[config.mk]
export PLATFORM = sky130hd
export DESIGN_NAME = gb_joypad
export DESIGN_NICKNAME = d
export VERILOG_FILES = /design/src/rtl/gb_pkg.sv /design/src/rtl/gb_debounce.sv /design/src/rtl/gb_joypad.sv
export SDC_FILE = /design/constraint.sdc
export NUM_CORES = 1
export LEC_CHECK = 0
export CORE_ASPECT_RATIO = 0.6
export CORE_MARGIN = 5
export CORE_UTILIZATION = 55
export DETAILED_ROUTE_END_ITERATION = 8
export PLACE_DENSITY = 0.88
export SLEW_MARGIN = 20
export SYNTH_ARGS = -nofsm -noshare
export SYNTH_HDL_FRONTEND = slang
export SYNTH_HIERARCHICAL = 1
export SYNTH_SLANG_ARGS = --single-unit
[constraint.sdc]
create_clock -name clock -period 3.3 [get_ports clock]
set_input_delay 0.495 -clock clock [delete_from_list [all_inputs] [get_ports clock]]
set_output_delay 0.495 -clock clock [all_outputs]
set_load 0.02 [all_outputs]
[src/rtl/gb_pkg.sv]
// gb_pkg: shared constants and key-mapping helpers for the Game Boy joypad
// (P1/JOYP) block.
//   - SNES button bit indices within the active-low snes_buttons vector
//   - P1 register bit positions, register address and IF bit index
//   - packed views of the two GB key groups plus SNES -> GB mapping functions
package gb_pkg;

    // SNES controller bit indices (active-low vector from snes_controller)
    localparam int unsigned SNES_B      = 0;
    localparam int unsigned SNES_Y      = 1;
    localparam int unsigned SNES_SELECT = 2;
    localparam int unsigned SNES_START  = 3;
    localparam int unsigned SNES_UP     = 4;
    localparam int unsigned SNES_DOWN   = 5;
    localparam int unsigned SNES_LEFT   = 6;
    localparam int unsigned SNES_RIGHT  = 7;
    localparam int unsigned SNES_A      = 8;
    localparam int unsigned SNES_X      = 9;
    localparam int unsigned SNES_L      = 10;
    localparam int unsigned SNES_R      = 11;

    localparam int unsigned SNES_W      = 12;

    // P1 register layout
    localparam int unsigned P1_SEL_DIR  = 4;
    localparam int unsigned P1_SEL_BTN  = 5;

    localparam logic [15:0] JOYP_ADDR   = 16'hFF00;
    localparam int unsigned IF_JOYPAD   = 4;

    // Direction group as it appears on P13..P10 (active-low)
    typedef struct packed {
        logic down;
        logic up;
        logic left;
        logic right;
    } gb_dir_t;

    // Button group as it appears on P13..P10 (active-low)
    typedef struct packed {
        logic start;
        logic select;
        logic b;
        logic a;
    } gb_btn_t;

    function automatic gb_dir_t map_dir(input logic [SNES_W-1:0] st);
        gb_dir_t d;
        d.down  = st[SNES_DOWN];
        d.up    = st[SNES_UP];
        d.left  = st[SNES_LEFT];
        d.right = st[SNES_RIGHT];
        return d;
    endfunction

    // Active-low: a GB key reads pressed if either SNES source is pressed,
    // which for active-low levels is an AND.
    function automatic gb_btn_t map_btn(input logic [SNES_W-1:0] st);
        gb_btn_t b;
        b.start  = st[SNES_START];
        b.select = st[SNES_SELECT];
        b.b      = st[SNES_B] & st[SNES_Y];
        b.a      = st[SNES_A] & st[SNES_X];
        return b;
    endfunction

endpackage

[src/rtl/gb_debounce.sv]
// gb_debounce: vector debounce filter.
//   The input is registered every edge; a counter tracks how long the sample
//   has been unchanged. Once DEBOUNCE_CYCLES consecutive identical samples
//   have been seen, the stable output takes the sampled value.
// Ports:
//   i_clk     clock
//   i_rst     asynchronous reset, active-high (stable/raw -> all released)
//   i_raw     raw active-low input vector
//   o_stable  debounced vector
module gb_debounce #(
    parameter int unsigned WIDTH           = 12,
    parameter int unsigned DEBOUNCE_CYCLES = 16,
    parameter int unsigned CNT_W           = 16
) (
    input  logic             i_clk,
    input  logic             i_rst,
    input  logic [WIDTH-1:0] i_raw,
    output logic [WIDTH-1:0] o_stable
);

    localparam logic [CNT_W-1:0] CNT_LAST = CNT_W'(DEBOUNCE_CYCLES - 1);

    logic [WIDTH-1:0] r_raw_q;
    logic [CNT_W-1:0] r_cnt;
    logic [WIDTH-1:0] r_stable;

    // Counter saturates at CNT_LAST; while saturated the stable copy is
    // refreshed every edge, which is harmless since raw_q is unchanged.
    always_ff @(posedge i_clk or posedge i_rst) begin
        if (i_rst) begin
            r_raw_q  <= '1;
            r_cnt    <= '0;
            r_stable <= '1;
        end else begin
            r_raw_q <= i_raw;
            if (i_raw != r_raw_q) begin
                r_cnt <= '0;
            end else if (r_cnt != CNT_LAST) begin
                r_cnt <= r_cnt + CNT_W'(1);
            end else begin
                r_stable <= r_raw_q;
            end
        end
    end

    assign o_stable = r_stable;

endmodule

[src/rtl/gb_joypad.sv]
// gb_joypad: Game Boy P1/JOYP register (0xFF00) fed by an SNES controller.
//   Debounces snes_buttons, maps the SNES pad onto the GB 2x4 key matrix,
//   holds the CPU-written select bits and raises a one-cycle joypad interrupt
//   on any falling edge of the visible P10..P13 lines.
// Ports:
//   clock         CPU clock
//   rst           asynchronous reset, active-high
//   snes_buttons  active-low SNES buttons (bits 15:12 ignored)
//   cs, wr        CPU access / write strobe for 0xFF00
//   wdata         CPU write data (only bits 5:4 kept)
//   rdata         P1 read value {2'b11, sel, nib}, combinational
//   irq_joypad    one-cycle interrupt request pulse (IF bit 4)
//   any_pressed   registered: any debounced mapped key pressed
module gb_joypad
    import gb_pkg::*;
#(
    parameter int unsigned DEBOUNCE_CYCLES = 16,
    parameter int unsigned CNT_W           = 16
) (
    input  logic        clock,
    input  logic        rst,
    input  logic [15:0] snes_buttons,
    input  logic        cs,
    input  logic        wr,
    input  logic [7:0]  wdata,
    output logic [7:0]  rdata,
    output logic        irq_joypad,
    output logic        any_pressed
);

    logic [SNES_W-1:0] w_stable;
    gb_dir_t           w_dir;
    gb_btn_t           w_btn;
    logic [3:0]        w_nib;
    logic              w_wr_en;
    logic              w_unused;

    logic [1:0]        r_sel;
    logic [3:0]        r_nib_q;
    logic              r_irq;
    logic              r_any;

    gb_debounce #(
        .WIDTH           (SNES_W),
        .DEBOUNCE_CYCLES (DEBOUNCE_CYCLES),
        .CNT_W           (CNT_W)
    ) u_debounce (
        .i_clk    (clock),
        .i_rst    (rst),
        .i_raw    (snes_buttons[SNES_W-1:0]),
        .o_stable (w_stable)
    );

    assign w_dir   = map_dir(w_stable);
    assign w_btn   = map_btn(w_stable);
    assign w_wr_en = cs & wr;

    // Select lines are active-low; a deselected group contributes all ones,
    // so selecting both groups ANDs them and selecting neither reads 4'hF.
    always_comb begin
        w_nib = 4'hF;
        if (!r_sel[0]) w_nib = w_nib & w_dir;
        if (!r_sel[1]) w_nib = w_nib & w_btn;
    end

    always_ff @(posedge clock or posedge rst) begin
        if (rst) begin
            r_sel <= 2'b11;
        end else if (w_wr_en) begin
            r_sel <= wdata[P1_SEL_BTN:P1_SEL_DIR];
        end
    end

    // nib_q is the previous cycle's visible nibble; the irq compares it with
    // the current one, so select writes and key presses fire alike.
    always_ff @(posedge clock or posedge rst) begin
        if (rst) begin
            r_nib_q <= 4'hF;
            r_irq   <= 1'b0;
            r_any   <= 1'b0;
        end else begin
            r_nib_q <= w_nib;
            r_irq   <= |(r_nib_q & ~w_nib);
            r_any   <= ~&{w_dir, w_btn};
        end
    end

    assign rdata       = {2'b11, r_sel, w_nib};
    assign irq_joypad  = r_irq;
    assign any_pressed = r_any;

    // Ignored inputs and the unmapped L/R shoulder buttons.
    assign w_unused = &{1'b0, snes_buttons[15:SNES_W], wdata[7:6], wdata[3:0],
                        w_stable[SNES_R], w_stable[SNES_L]};

endmodule
[Word level (Yosys, flattened, before mapping)]
Index checks and enable logic that the tools add are counted.
Storage, ports and cells
  bits in registers: 46
  output and inout port bits: 10
  word-level logic and storage cells: 27
Operators by class
  $add $sub $neg: 1
  equality and inequality tests: 2
  muxes and demuxes: 4
  bitwise gates (word level): 8
  reductions and logical operators: 5
Operators with widths (number)
  $mux 16: 2
  $add 16x1->16 const B: 1
  $ne 16x4->1 const B: 1
  $ne 12x12->1: 1
  $and 4x4->4: 2
  $mux 4: 2
  $reduce_and 8->1: 1
  $not 4->4: 1
  $reduce_or 4->1: 1
  $and 1x1->1: 3
  $not 1->1: 2
  $reduce_and 2->1: 1
  $reduce_bool 2->1: 1
  $logic_not 1->1: 1

[Depth between registers and ports, before layout]
  depth after elaboration: 6
  depth in mapped cells: 6
  depth with buffers taken out: 5

[Cells and area by module]
The synthesis kept the hierarchy.
Modules (own cells, without submodules)
  gb_debounce: times used 1, cells an instance 139, area each 1780.5 um2, sequential area each 1031.0 um2
  gb_joypad: times used 1, cells an instance 34, area each 374.1 um2, sequential area each 207.7 um2

[Worst setup path before layout]
OpenSTA, ideal clock, no wires.
  path kind: input -> register
  start point: input port snes_buttons[3]
  end point: register u_debounce.r_stable[0] (netlist: u_debounce/o_stable[0])
  arrival: 1.673 ns
  required time: 3.218 ns
  slack: 1.545 ns
  cell stages on the path: 5
  path buffers: 1
  cell sequence: xor2_1 -> nor4_1 -> and4_4 -> buf_12 -> mux2_4
Between the ends
  word-level cells in the longest chain between the ends: 3
Ends and longest elaborated chain
  start, declared: line gb_joypad.sv:22  | input logic [15:0] snes_buttons,
  $ne 12x12->1: line gb_debounce.sv:36  | if (i_raw != r_raw_q) begin
  $not 1->1 (no source line)
  $reduce_and 2->1 (no source line)
  end signal, assigned: line gb_debounce.sv:41  | r_stable <= r_raw_q;
  end, declared: line gb_debounce.sv:25  | logic [WIDTH-1:0] r_stable;
Every way passes these cells.
A chain may end at the register's enable or synchronous reset.

[Worst setup path in the final report]
  start point: input port snes_buttons[3]
  end point: register u_debounce.r_stable[7] (netlist: u_debounce/o_stable[7])
The elaborated chain is that of the path after synthesis.

==> impl_metrics.env <==
export IMPL_run_status="finished, final reports clean"
export IMPL_dieWidth_um=89.2
export IMPL_hold_viol_final=0
export IMPL_maxClockFrequency_mhz=431
export IMPL_drt_pass1_iterations=4
export IMPL_cts_buffer_depth=2
export IMPL_wl_mm=4.01
export IMPL_cts_hold_buf=0
export IMPL_grt_pass1_vias=1333
export IMPL_postSynthAreaPerCell_um2=12.3
export IMPL_worst_skew_pair_late_latency_ns=0.30
export IMPL_critPathBufInv=1
export IMPL_drc=0
export IMPL_place_inst=241
export IMPL_nets=230
export IMPL_rsz0062_at_grt="no"
export IMPL_path_clk_slew_ns=0.08
export IMPL_period_share=0.704
export IMPL_cp_slowest_cell="nor4_1"
export IMPL_path_max_fanout=10
export IMPL_antenna_left=0
export IMPL_worstPathArrival_ns=2.55
export IMPL_final_setup_skew_ns=0.00529
export IMPL_clock_root_buffer="clkbuf_8"
export IMPL_syn_area_mm2=0.00207
export IMPL_cts_tree="done"
export IMPL_grt_ovfl_total=0
export IMPL_synth_cells=169
export IMPL_setup_tns_ns=0
export IMPL_relSlewSlack=0.369
export IMPL_cts_setup_buffers=0
export IMPL_crit_chain="clkdlybuf4s50_1 -> xor2_1 -> nor4_1 -> and4_4 -> mux2_2"
export IMPL_cap_violations=0
export IMPL_n_antenna_cell=0
export IMPL_critPathRequiredTime_ns=3.53
export IMPL_p_per_area_mw_per_mm2=440
export IMPL_finalCriticalPeriod_ns=2.32
export IMPL_p_leak_nw=0.936
export IMPL_post_dp_cell_area_mm2=0.00237
export IMPL_die_h_um=57.5
export IMPL_hold_slack_ns=0.477
export IMPL_r2r_setup_slack_ns=1.20
export IMPL_r2r_start="u_debounce/r_raw_q[3]$_DFF_PP1_"
export IMPL_grt_pass1_wl_mm=6.80
export IMPL_drive_gt1_frac=0.282
export IMPL_rows=17
export IMPL_core_area_mm2=0.00366
export IMPL_numPortBuffers=25
export IMPL_numCtsBuffers=5
export IMPL_r2r_end="u_debounce/o_stable[7]$_DFFE_PP1P_"
export IMPL_final_cell_area_mm2=0.00245
export IMPL_htreeDepth=2
export IMPL_start_util=0.566
export IMPL_rr_worst_depth=4
export IMPL_top_level_ports=38
export IMPL_drt_vias_per_instance=5.35
export IMPL_tightest_slew_ns=0.946
export IMPL_vias=1331
export IMPL_critPathTopFamily="simple AND/OR/NAND/NOR gates"
export IMPL_grt_max_degree=27
export IMPL_yosysWarnings=6
export IMPL_vdd_drop_max_uv=302
export IMPL_n_fill_cell=273
export IMPL_place_gp_congestion=0.807
export IMPL_maxSlewViolCount=0
export IMPL_syn_to_final_growth_pct=18.3
export IMPL_cp_start_kind="input port"
export IMPL_setup_viol=0
export IMPL_endpoint_kind="flop"
export IMPL_track_usage=0.176
export IMPL_final_cells=249
export IMPL_slowest_delay_ns=0.54
export IMPL_antenna_found_initial=0
export IMPL_route_detailed_wl_per_inst_um=16.1
export IMPL_cts_num_sinks=46
export IMPL_critPathKind="input port to flop"
export IMPL_hpwlAfterDp_mm=3.04
export IMPL_hp_class="input port to async pin"
export IMPL_drt_iter0_drc=66
export IMPL_cts_resized=0
export IMPL_dieArea_mm2=0.00514
-- cell usage in the layout (no fill, tap or decap), drive strengths merged, types with 8 or more instances in the layout --
| cell type | count |
|---|---|
| clkdlybuf4s50 | 25 |
| dfrtp | 18 |
| dfstp | 28 |
| inv | 8 |
| mux2 | 12 |
| nor2 | 19 |
| nor4 | 9 |
| xnor2 | 11 |
| xor2 | 13 |
-- state kept, by name (all words and copies together) (netlist names) --
register             flops
any_pressed              1
irq_joypad               1
r_nib_q                  4
r_sel                    2
u_debounce/o_stable     10
u_debounce/r_cnt        16
u_debounce/r_raw_q      12
-- layer usage --
layer / vias up / part of all wire / GRT usage
met5: - / 0 / 0
li1: 645 / - / -
met1: 641 / 0.49 / 0.268
met4: 0 / 0.014 / 0.0637
met2: 40 / 0.44 / 0.246
met3: 5 / 0.059 / 0.0375
-- worst reg2reg max path, cell delays in order, from the launching register on --
cell and delay [ns]:
dfstp_2 0.55, xor2_1 0.08, nor4_1 0.54, and4_4 0.48
mux2_2 0.39
-- through the flow --
stage,util,power [W],setup slack [ns]
2_1_floorplan,-,0.000690,1.56
3_3_place_gp,0.647,0.000754,0.825
3_5_place_dp,0.647,0.000759,0.713
4_1_cts,0.670,0.00109,0.994
5_1_grt,0.670,0.00112,0.939
6_report,0.670,0.00108,0.977
-- power by group --
group / leakage, nW / switching (W) / internal [W]
Clock: 0.0428 / 0.000179 / 0.000150
Combinational: 0.358 / 0.0000638 / 0.0000670
Sequential: 0.536 / 0.0000168 / 0.000600
Total: 0.936 / 0.000260 / 0.000818
-- final cells by class --
class,count,area (um^2),share of cell area
Sequential cell,46,1190,0.484
Multi-Input combinational cell,113,825,0.336
Timing Repair Buffer,28,273,0.111
Clock buffer,7,76.3,0.0311
Tap cell,47,58.8,0.0240
Inverter,7,26.3,0.0107
Clock inverter,1,6.26,0.00255
-- how the worst max path moves through the flow --
stage / cells past startpoint / startpoint / to / slack, ns
2_1_floorplan: 5 / snes_buttons[3] / u_debounce/o_stable[0]$_DFFE_PP1P_ / 1.56
3_3_place_gp: 5 / snes_buttons[9] / u_debounce/o_stable[7]$_DFFE_PP1P_ / 0.82
3_5_place_dp: 5 / snes_buttons[3] / u_debounce/o_stable[7]$_DFFE_PP1P_ / 0.71
4_1_cts: 3 / r_sel[1]$_DFFE_PP1P_ / rdata[0] / 0.99
5_1_grt: 3 / r_sel[1]$_DFFE_PP1P_ / rdata[0] / 0.94
6_report: 5 / snes_buttons[3] / u_debounce/o_stable[7]$_DFFE_PP1P_ / 0.98
(Power assumes the default switching activity.)
